## src/rtl/fir_pkg.sv

```systemverilog
// Shared FIR definitions: data width, capture FSM encoding and saturation bounds.
package fir_pkg;

   localparam int FIR_DATA_WIDTH = 24;

   typedef enum logic [1:0] {
      IDLE = 2'b00,
      ACK  = 2'b01,
      HOLD = 2'b10
   } cap_state_t;

   function automatic longint sat_max(input int width);
      return (longint'(1) <<< (width - 1)) - longint'(1);
   endfunction

   function automatic longint sat_min(input int width);
      return -(longint'(1) <<< (width - 1));
   endfunction

endpackage

```

## src/rtl/sync_fifo.sv

```systemverilog
// First-word-fall-through FIFO with a registered head word and an occupancy output.
module sync_fifo #(
   parameter int WIDTH = 16,
   parameter int DEPTH = 4
) (
   input  logic                     i_clk,
   input  logic                     i_rst,
   input  logic                     i_push,
   input  logic [WIDTH-1:0]         iv_din,
   input  logic                     i_pop,
   output logic [WIDTH-1:0]         ov_dout,
   output logic                     o_valid,
   output logic [$clog2(DEPTH):0]   ov_level
);

   localparam int AW = $clog2(DEPTH);
   localparam int LW = AW + 1;
   localparam logic [LW-1:0] FULL_LVL = LW'(DEPTH);

   logic [WIDTH-1:0] mem_q [DEPTH];
   logic [WIDTH-1:0] mem_d [DEPTH];
   logic [AW-1:0]    wr_ptr_q, wr_ptr_d;
   logic [AW-1:0]    rd_ptr_q, rd_ptr_d;
   logic [LW-1:0]    level_q, level_d;
   logic [WIDTH-1:0] head_q, head_d;
   logic             do_push, do_pop;

   always_comb begin
      mem_d    = mem_q;
      wr_ptr_d = wr_ptr_q;
      rd_ptr_d = rd_ptr_q;
      level_d  = level_q;
      head_d   = head_q;
      do_pop   = i_pop && (level_q != '0);
      do_push  = i_push && ((level_q != FULL_LVL) || do_pop);

      if (do_push) begin
         mem_d[wr_ptr_q] = iv_din;
         wr_ptr_d        = wr_ptr_q + 1'b1;
      end
      if (do_pop) begin
         rd_ptr_d = rd_ptr_q + 1'b1;
      end

      case ({do_push, do_pop})
         2'b10:   level_d = level_q + 1'b1;
         2'b01:   level_d = level_q - 1'b1;
         default: level_d = level_q;
      endcase

      // The new head is either the word being written right now or one already in memory.
      if (level_d != '0) begin
         if (do_push && (wr_ptr_q == rd_ptr_d)) begin
            head_d = iv_din;
         end else begin
            head_d = mem_q[rd_ptr_d];
         end
      end
   end

   always_ff @(posedge i_clk) begin
      mem_q <= mem_d;
      if (i_rst) begin
         wr_ptr_q <= '0;
         rd_ptr_q <= '0;
         level_q  <= '0;
         head_q   <= '0;
      end else begin
         wr_ptr_q <= wr_ptr_d;
         rd_ptr_q <= rd_ptr_d;
         level_q  <= level_d;
         head_q   <= head_d;
      end
   end

   assign ov_dout  = head_q;
   assign o_valid  = (level_q != '0);
   assign ov_level = level_q;

endmodule

```

## src/rtl/fir_output_requant_fifo.sv

```systemverilog
// FIR output stage: captures filter results over a ready-pulse handshake, rounds and
// saturates them to OUT_WIDTH, and queues them for a valid/ready sink.
module fir_output_requant_fifo
   import fir_pkg::*;
#(
   parameter int IN_WIDTH   = FIR_DATA_WIDTH,
   parameter int OUT_WIDTH  = 16,
   parameter int SHIFT      = 8,
   parameter int FIFO_DEPTH = 4
) (
   input  logic                          i_clk,
   input  logic                          i_rst,
   input  logic                          i_en,
   input  logic [IN_WIDTH-1:0]           iv_din,
   input  logic                          i_din_valid,
   output logic                          o_ready,
   output logic [OUT_WIDTH-1:0]          ov_dout,
   output logic                          o_dout_valid,
   input  logic                          i_dout_ready,
   output logic                          o_sat,
   input  logic                          i_sat_clr,
   output logic [$clog2(FIFO_DEPTH):0]   ov_level
);

   localparam int LW = $clog2(FIFO_DEPTH) + 1;
   localparam int TW = IN_WIDTH + 1;
   localparam logic signed [TW-1:0] RND =
      (SHIFT > 0) ? TW'(64'sd1 <<< ((SHIFT > 0) ? SHIFT - 1 : 0)) : '0;
   localparam logic signed [63:0] MAXV = sat_max(OUT_WIDTH);
   localparam logic signed [63:0] MINV = sat_min(OUT_WIDTH);

   cap_state_t               state_q, state_d;
   logic [IN_WIDTH-1:0]      din_q, din_d;
   logic                     ready_q, ready_d;
   logic signed [TW-1:0]     s1_q, s1_d;
   logic                     s1_vld_q, s1_vld_d;
   logic [1:0]               inflight_q, inflight_d;
   logic                     sat_q, sat_d;

   logic                     capture, accept, push, pop, clamp;
   logic [LW:0]              occ;
   logic signed [TW-1:0]     ext, sum;
   logic signed [63:0]       s1_wide, clamped;
   logic [OUT_WIDTH-1:0]     push_data;
   logic [LW-1:0]            fifo_level;
   logic                     fifo_valid;

   always_comb begin
      state_d    = state_q;
      din_d      = din_q;
      capture    = 1'b0;
      ext        = '0;
      sum        = '0;
      clamped    = '0;
      clamp      = 1'b0;
      inflight_d = inflight_q;
      sat_d      = sat_q;

      // Pipeline contents count against free space; a pop in the same cycle is not credited.
      occ    = (LW+1)'(fifo_level) + (LW+1)'(inflight_q);
      accept = (occ < (LW+1)'(FIFO_DEPTH));

      case (state_q)
         IDLE: begin
            if (i_din_valid && i_en && accept) begin
               din_d   = iv_din;
               capture = 1'b1;
               state_d = ACK;
            end
         end
         ACK:     state_d = HOLD;
         HOLD:    state_d = IDLE;
         default: state_d = IDLE;
      endcase

      ready_d = capture;

      ext      = {din_q[IN_WIDTH-1], din_q};
      sum      = ext + RND;
      s1_d     = sum >>> SHIFT;
      s1_vld_d = ready_q;

      push    = s1_vld_q;
      s1_wide = 64'(s1_q);
      if (s1_wide > MAXV) begin
         clamped = MAXV;
         clamp   = 1'b1;
      end else if (s1_wide < MINV) begin
         clamped = MINV;
         clamp   = 1'b1;
      end else begin
         clamped = s1_wide;
      end
      push_data = OUT_WIDTH'(clamped);

      case ({capture, push})
         2'b10:   inflight_d = inflight_q + 2'd1;
         2'b01:   inflight_d = inflight_q - 2'd1;
         default: inflight_d = inflight_q;
      endcase

      if (i_sat_clr) begin
         sat_d = 1'b0;
      end
      if (push && clamp) begin
         sat_d = 1'b1;
      end
   end

   always_ff @(posedge i_clk) begin
      if (i_rst) begin
         state_q    <= IDLE;
         din_q      <= '0;
         ready_q    <= 1'b0;
         s1_q       <= '0;
         s1_vld_q   <= 1'b0;
         inflight_q <= '0;
         sat_q      <= 1'b0;
      end else begin
         state_q    <= state_d;
         din_q      <= din_d;
         ready_q    <= ready_d;
         s1_q       <= s1_d;
         s1_vld_q   <= s1_vld_d;
         inflight_q <= inflight_d;
         sat_q      <= sat_d;
      end
   end

   assign pop = fifo_valid && i_dout_ready;

   sync_fifo #(
      .WIDTH (OUT_WIDTH),
      .DEPTH (FIFO_DEPTH)
   ) u_fifo (
      .i_clk    (i_clk),
      .i_rst    (i_rst),
      .i_push   (push),
      .iv_din   (push_data),
      .i_pop    (pop),
      .ov_dout  (ov_dout),
      .o_valid  (fifo_valid),
      .ov_level (fifo_level)
   );

   assign o_ready      = ready_q;
   assign o_dout_valid = fifo_valid;
   assign o_sat        = sat_q;
   assign ov_level     = fifo_level;

endmodule

```

## config.mk

```make
export PLATFORM = sky130hd
export DESIGN_NAME = fir_output_requant_fifo
export DESIGN_NICKNAME = d
export VERILOG_FILES = /design/src/rtl/fir_pkg.sv /design/src/rtl/sync_fifo.sv /design/src/rtl/fir_output_requant_fifo.sv
export SDC_FILE = /design/constraint.sdc
export NUM_CORES = 1
export LEC_CHECK = 0
export CORE_ASPECT_RATIO = 1.4
export CORE_UTILIZATION = 52
export DETAILED_ROUTE_END_ITERATION = 10
export GPL_TIMING_DRIVEN = 0
export MAX_ROUTING_LAYER = met4
export PLACE_DENSITY = 0.74
export SYNTH_ARGS = -nofsm -noshare
export SYNTH_HDL_FRONTEND = slang
export SYNTH_HIERARCHICAL = 1
export SYNTH_SLANG_ARGS = --single-unit
```

## constraint.sdc

```tcl
create_clock -name i_clk -period 3.2 [get_ports i_clk]
set_clock_uncertainty 0.2 [all_clocks]
set_input_delay 0.64 -clock i_clk [delete_from_list [all_inputs] [get_ports i_clk]]
set_output_delay 0.64 -clock i_clk [all_outputs]
set_load 0.005 [all_outputs]
```

==> flow_summary_export.csv, run 1 <==
group,metric,value,unit
floorplanning,die_area,11900,um2
global_routing,grt_max_degree,17,
synth,synth_flop_cell,"edfxtp_1",
critical_path,cp_data_arrival_time,3.08,ns
worst_hold_path,hold_path.class,"reg2reg",
critical_path,crit_path_frequent_cell,"buf_6",
synth,synth_area_leaders,"edfxtp_1 32%, dfxtp_1 21%, mux2i_1 8.6%, nor2_1 4.0%, or3_1 3.6%",
synth,synth.top_cell.area_share,0.322,
synth,synth_cell_types,54,
floorplanning,core,11000,um2
clock_tree,path_clk_slew,0.05,ns
synth,synth-edff-count,64,
critical_path,startpoint,"u_fifo/ov_level[2]",
final_layout,stdcell_count,775,
synth,ys_seq_elements,128,
detailed_routing,wl_per_cell,17.6,um
global_routing,grt_use_total,0.247,
place,dp_hpwl,9190,um
critical_path,reg2reg_depth,12,
synth,synthCells,555,
critical_path,path_class,"reg2reg",
synth,syn-num-nets,593,
critical_path,cp-end-kind,"flip-flop",
pwr,ir_drop,0.000398,V
critical_path,cp_max_fo,10,
sta,slew_headroom,0.402,
critical_path,crit_buf_inv,4,
clock_tree,clk_latency,0.41,ns
place,place.gp.congestion,0.898,
clock_tree,root_buffer,"clkbuf_16",
clock_tree,clockBufferDepth,2,
critical_path,worst_r2r_endpoint,"u_fifo/ov_dout[12]",
critical_path,endpoint,"u_fifo/ov_dout[12]",
synth,async_flop_share,0,
final_layout,drive_gt1_frac,0.117,
sta,tns,0,ns
floorplanning,die_y,129,um
sta,fin_hold_ws,0.223,ns
global_routing,grt_pass1_vias,4510,
clock_tree,cts_buffers,17,
global_routing,grt_pass1_wl,21800,um
detailed_routing,drt_iter0_drc,345,
critical_path,slowest_stage,"xnor2_4",
place,place_inst,742,
synth,netlist_area,5960,um2
flow_run,maxCapViolations,0,
final_layout,area_delta_synth_final,22.2,%
floorplanning,start_util,0.543,
floorplanning,num_rows,45,
critical_path,rrSetupSlack,0.21,ns
place,pre_cts_slack,-0.820,ns
sta,finalSetupViolations,0,
sta,finalWorstSetupSlack,0.206,ns
clock_tree,htree_levels,4,
final_layout,n_antenna_cell,0,
critical_path,r2r-start,"u_fifo/ov_level[2]",
detailed_routing,drt_first_pass_iters,5,
critical_path,worst-path-stages,12,
clock_tree,cts_sinks,128,
clock_tree,cts_hold_buf,0,
synth,syn_avg_cell_area,10.7,um2
final_layout,fillers,819,
sta,fmax,334,MHz
final_layout,final_nets,659,
detailed_routing,drc,0,
critical_path,worstPathCellList,"buf_6 > inv_1 > nand2_1 > and2_1 > buf_6 > o31ai_4 > xnor2_4 > a31oi_4 > a21oi_4 > buf_8 > mux2i_1 > o2bb2ai_1",
critical_path,max_stage_delay,0.39,ns
critical_path,cp.required,3.29,ns
floorplanning,ios,52,
global_routing,antenna_found_initial,0,
place,numPortBuffers,44,
outcome,outcome,"finished, final reports clean",
synth,yosysSeqAreaShare,0.537,
synth,synth-warning-count,6,
pwr,finalPower,3820,uW
global_routing,grt_overflow,0,
floorplanning,die_x,92.5,um
sta,finalCritPeriodShare,0.936,
sta,report.final.hold_viol_count,0,
clock_tree,cts_tree,"done",
detailed_routing,vias,4546,
sta,worstMarginPinSlew,0.895,ns
sta,rsz0062_at_grt,"no",
sta,maxSlewViolCount,0,
detailed_routing,wl,13600,um
critical_path,critPathLaunchType,"flip-flop",
pwr,p_per_area,524,nW/um2
synth,synth_commonest_cells,"64 x dfxtp_1, 64 x edfxtp_1, 64 x nor2_1, 51 x mux2i_1, 34 x or3_1",
synth,synth_area_leader_cell,"edfxtp_1",
pwr,p_leak,0.00254,uW
detailed_routing,drtAntennaViolNets,0,
detailed_routing,vias_per_cell,5.87,
critical_path,path_delay_family,"compound AO/OA/AOI/OAI gates",
sta,period_minus_slack,2.99,ns
[worst reg2reg max path, cell delays in order (launching register included)]
cell	delay (ns)
dfxtp_1	0.37
buf_6	0.17
inv_1	0.08
nand2_1	0.10
and2_1	0.18
buf_6	0.17
o31ai_4	0.13
xnor2_4	0.39
a31oi_4	0.15
a21oi_4	0.36
buf_8	0.23
mux2i_1	0.28
o2bb2ai_1	0.09
[through the flow]
step           utilization  cell area, um2
3_5_place_dp         0.603            6620
4_1_cts              0.659            7230
3_3_place_gp         0.599            6580
2_1_floorplan            -            5960
5_1_grt              0.663            7280
6_report             0.663            7280
[kinds of logic (layout without fill, tap and decap cells)]
group | after synthesis | after routing | share of synthesized area
buffers and inverters | 50 | 129 | 0.0399
and+or+nand+nor | 211 | 211 | 0.186
muxes | 51 | 51 | 0.0856
xor gates and xnor gates | 22 | 22 | 0.0348
AOI/OAI and AO/OA | 85 | 85 | 0.0986
adders and majority gates | 8 | 8 | 0.0180
DFF | 128 | 128 | 0.537
[where the power goes]
group / switching (uW) / leakage, uW / total [uW] / internal [uW]
Sequential: 27.8 / 0.00110 / 1780 / 1750
Clock: 699 / 0.000289 / 1850 / 1150
Combinational: 95.5 / 0.00115 / 182 / 86.9
Total: 823 / 0.00254 / 3820 / 2990
[worst min-delay path by stage]
stage | startpoint | endpoint | slack, ns | cells past startpoint
final | state_q[1] | state_q[1] | 0.22 | 1
after CTS | state_q[1] | state_q[1] | 0.23 | 1
after global placement | state_q[1] | state_q[1] | 0.21 | 1
after detailed placement | state_q[1] | state_q[1] | 0.22 | 1
after floorplan | state_q[1] | state_q[1] | 0.20 | 1
after global routing | state_q[1] | state_q[1] | 0.24 | 1
[cell usage in the layout, fill, tap and decap left out, drive strengths merged, types with 18 or more instances in the layout]
cell	n
edfxtp	64
dfxtp	64
nor2	64
mux2i	51
clkbuf	49
clkdlybuf4s50	44
or3	34
o21ai	34
nand2	26
a21oi	23
nand3	22
nor3	20
nor3b	18
buf	18
[what timing repair did]
action / in CTS / in global routing
gates resized for setup: 10 / 9
pin swaps: 1 / 2
endpoints found under the hold margin: 0 / 0
setup buffers: 1 / 1
setup endpoints to repair: 16 / 16
[layout make-up]
type / instances / area, um2 / share of cell area
clock inverter: 9 / 63.8 / 0.00876
timing repair buffer: 48 / 485 / 0.0666
buffer: 40 / 224 / 0.0307
inverter: 9 / 33.8 / 0.00464
clock buffer: 23 / 520 / 0.0715
multi-input combinational: 377 / 2570 / 0.353
tap: 141 / 176 / 0.0242
sequential: 128 / 3210 / 0.440
[sequential cells by signal, indices dropped and copies added, names as in the netlist]
signal / cells
u_fifo/ov_level: 3
u_fifo/mem_q: 64
din_q: 17
s1_q: 17
state_q: 2
u_fifo/ov_dout: 16
u_fifo/wr_ptr_q: 2
inflight_q: 2
push: 1
o_ready: 1
u_fifo/rd_ptr_q: 2
o_sat: 1
[metal layers]
layer	GRT usage	part of all wire
met1	0.280	0.38
met5	-	0
met3	0.0479	0.062
met2	0.412	0.53
met4	0.132	0.030
(Power assumes the default switching activity.)
==> run 2: changes to the inputs <==
- CORE_UTILIZATION: 52 -> 58
- CTS_CLUSTER_DIAMETER: not set -> 200
- PLACE_DENSITY: 0.74 -> 0.78
- clock period: 3.2 -> 2.9 ns (I/O delays scaled with it)
==> run 2 against run 1 <==
Compared with the run above:
- wire length fell by 5.1%
- global-route usage rose by 2.5 points
- total power rose by 9.4%
- setup slack got worse by 0.13 ns
- clock-buffer cell count fell by 4
- critical path depth rose by 1
- final cell count rose by 0.13%
- combinational power rose by 9.9%
- clock power rose by 9%
- cell area rose by 0.21%
- register-to-register slack got worse by 0.09 ns
- first-iteration DRC count fell by 23%
- critical path type is now in2reg
- largest cell class unchanged
- largest power group unchanged
==> flow_summary_export.csv, run 2 (synthesis results as in run 1) <==
group,metric,value,unit
outcome,outcome,"finished, final reports clean",
detailed_routing,drt_iter0_drc,266,
global_routing,grt_overflow,0,
sta,fmax,354,MHz
floorplanning,start_util,0.599,
clock_tree,cts_buffers,17,
critical_path,max_stage_delay,0.46,ns
clock_tree,cts_sinks,128,
clock_tree,path_clk_slew,0.05,ns
sta,finalSetupViolations,0,
clock_tree,cts_hold_buf,0,
final_layout,reg_top3,"u_fifo/mem_q: 64 flops, din_q: 17 flops, s1_q: 17 flops",
place,pre_cts_slack,-0.620,ns
critical_path,slowest_stage,"clkdlybuf4s50_1",
place,numPortBuffers,44,
sta,report.final.hold_viol_count,0,
place,place_inst,734,
critical_path,critPathLaunchType,"input port",
pwr,p_per_area,572,nW/um2
sta,maxSlewViolCount,0,
final_layout,drive_gt1_frac,0.123,
floorplanning,die_x,87.7,um
final_layout,final_nets,666,
floorplanning,core,9950,um2
sta,finalWorstSetupSlack,0.0786,ns
sta,slew_headroom,0.0541,
critical_path,path_class,"in2reg",
detailed_routing,wl_per_cell,16.7,um
worst_hold_path,whs_path_depth,1,
floorplanning,num_rows,43,
floorplanning,ios,52,
sta,worstMarginPinSlew,1.41,ns
flow_run,maxCapViolations,0,
detailed_routing,vias_per_cell,5.67,
detailed_routing,drtAntennaViolNets,0,
critical_path,r2r-start,"u_fifo/ov_level[1]",
global_routing,grt_pass1_wl,21000,um
critical_path,worstPathCellList,"clkdlybuf4s50_1 > and2_4 > nor2b_4 > nand2_1 > fa_2 > nor2b_2 > a21oi_1 > a221oi_2 > nand2_2 > nand2b_1 > buf_6 > buf_8 > o2bb2ai_1",
sta,finalCritPeriodShare,0.973,
final_layout,largest_reg_flops,64,
detailed_routing,drt_first_pass_iters,5,
final_layout,stdcell_count,776,
clock_tree,htree_levels,4,
global_routing,grt_max_degree,17,
detailed_routing,vias,4398,
clock_tree,cts_tree,"done",
pwr,p_leak,0.00256,uW
global_routing,grt_pass1_vias,4391,
critical_path,cp_data_arrival_time,2.92,ns
clock_tree,root_buffer,"clkbuf_16",
final_layout,final_cell_mix,"64 x edfxtp_1, 63 x nor2_1, 61 x dfxtp_1, 51 x mux2i_1, 44 x clkdlybuf4s50_1",
critical_path,reg2reg_depth,15,
critical_path,worst_r2r_endpoint,"u_fifo/ov_dout[5]",
pwr,ir_drop,0.000487,V
final_layout,final_common_cell,"edfxtp_1",
final_layout,top_register,"u_fifo/mem_q",
worst_hold_path,worstHoldEndpoint,"state_q[1]",
place,dp_hpwl,9130,um
floorplanning,die_area,10700,um2
critical_path,rrSetupSlack,0.12,ns
floorplanning,die_y,122,um
worst_hold_path,holdCritStartpoint,"state_q[1]",
final_layout,area_delta_synth_final,22.4,%
place,place.gp.congestion,0.893,
final_layout,n_antenna_cell,0,
global_routing,antenna_found_initial,0,
detailed_routing,drc,0,
global_routing,grt_use_total,0.272,
critical_path,cp.required,3.00,ns
critical_path,cp-end-kind,"flip-flop",
detailed_routing,wl,12900,um
clock_tree,clk_latency,0.41,ns
critical_path,cp_max_fo,10,
sta,period_minus_slack,2.82,ns
worst_hold_path,hold_path.class,"reg2reg",
clock_tree,clockBufferDepth,2,
-- run 2: area by class of cell --
type	count	area (um2)
Sequential cell	128	3210
Fill cell	679	2650
Multi-Input combinational cell	377	2560
Timing Repair Buffer	54	519
Clock buffer	19	433
Buffer	41	234
Tap cell	135	169
Clock inverter	13	140
Inverter	9	33.8
-- run 2: critical path, delay by kind of cell --
family | cells | cell delay, ns
and+or+nand+nor | 6 | 0.79
buffers and inverters | 3 | 0.73
AOI/OAI and AO/OA | 3 | 0.43
adders and majority gates | 1 | 0.39
-- run 2: where the power goes --
group          internal (uW)  switching (uW)
Combinational           95.7             104
Sequential              1940            31.4
Clock                   1260             745
Total                   3300             881
-- run 2: routing by layer --
metal	share of wire	vias to the layer above	GRT usage	wire (um)
met5	0	-	-	0
met4	0.020	0	0.130	261
met3	0.047	25	0.0698	610
met2	0.55	141	0.473	7070
met1	0.39	2083	0.284	4980
li1	-	2149	-	-
-- run 2: how the worst max path moves through the flow --
stage | slack [ns] | from | endpoint | depth (start not counted)
3_5_place_dp | -0.62 | i_dout_ready | u_fifo/ov_dout[10] | 12
4_1_cts | 0.02 | i_dout_ready | u_fifo/ov_dout[10] | 13
3_3_place_gp | -0.56 | i_dout_ready | u_fifo/ov_dout[10] | 12
6_report | 0.08 | i_dout_ready | u_fifo/ov_dout[5] | 13
2_1_floorplan | 0.007 | u_fifo/ov_level[2] | u_fifo/ov_dout[10] | 15
5_1_grt | -0.03 | u_fifo/ov_level[2] | u_fifo/ov_dout[13] | 15
-- run 2: per-stage QoR --
stage / util / power, uW / TNS (ns) / cell area [um2] / hold WS, ns
3_3_place_gp: 0.661 / 2190 / -20.11 / 6580 / 0.207
2_1_floorplan: - / 2110 / 0 / 5970 / 0.199
3_5_place_dp: 0.661 / 2200 / -22.05 / 6580 / 0.232
5_1_grt: 0.733 / 4310 / -0.151 / 7300 / 0.273
6_report: 0.733 / 4180 / 0 / 7300 / 0.236
4_1_cts: 0.729 / 4200 / 0 / 7250 / 0.239
-- run 2: timing repair --
| action | CTS | global route |
|---|---|---|
| pin swaps | 4 | 5 |
| setup endpoints to repair | 48 | 16 |
| gates cloned | 0 | 0 |
| gates resized for setup | 14 | 6 |
| setup buffers | 6 | 3 |
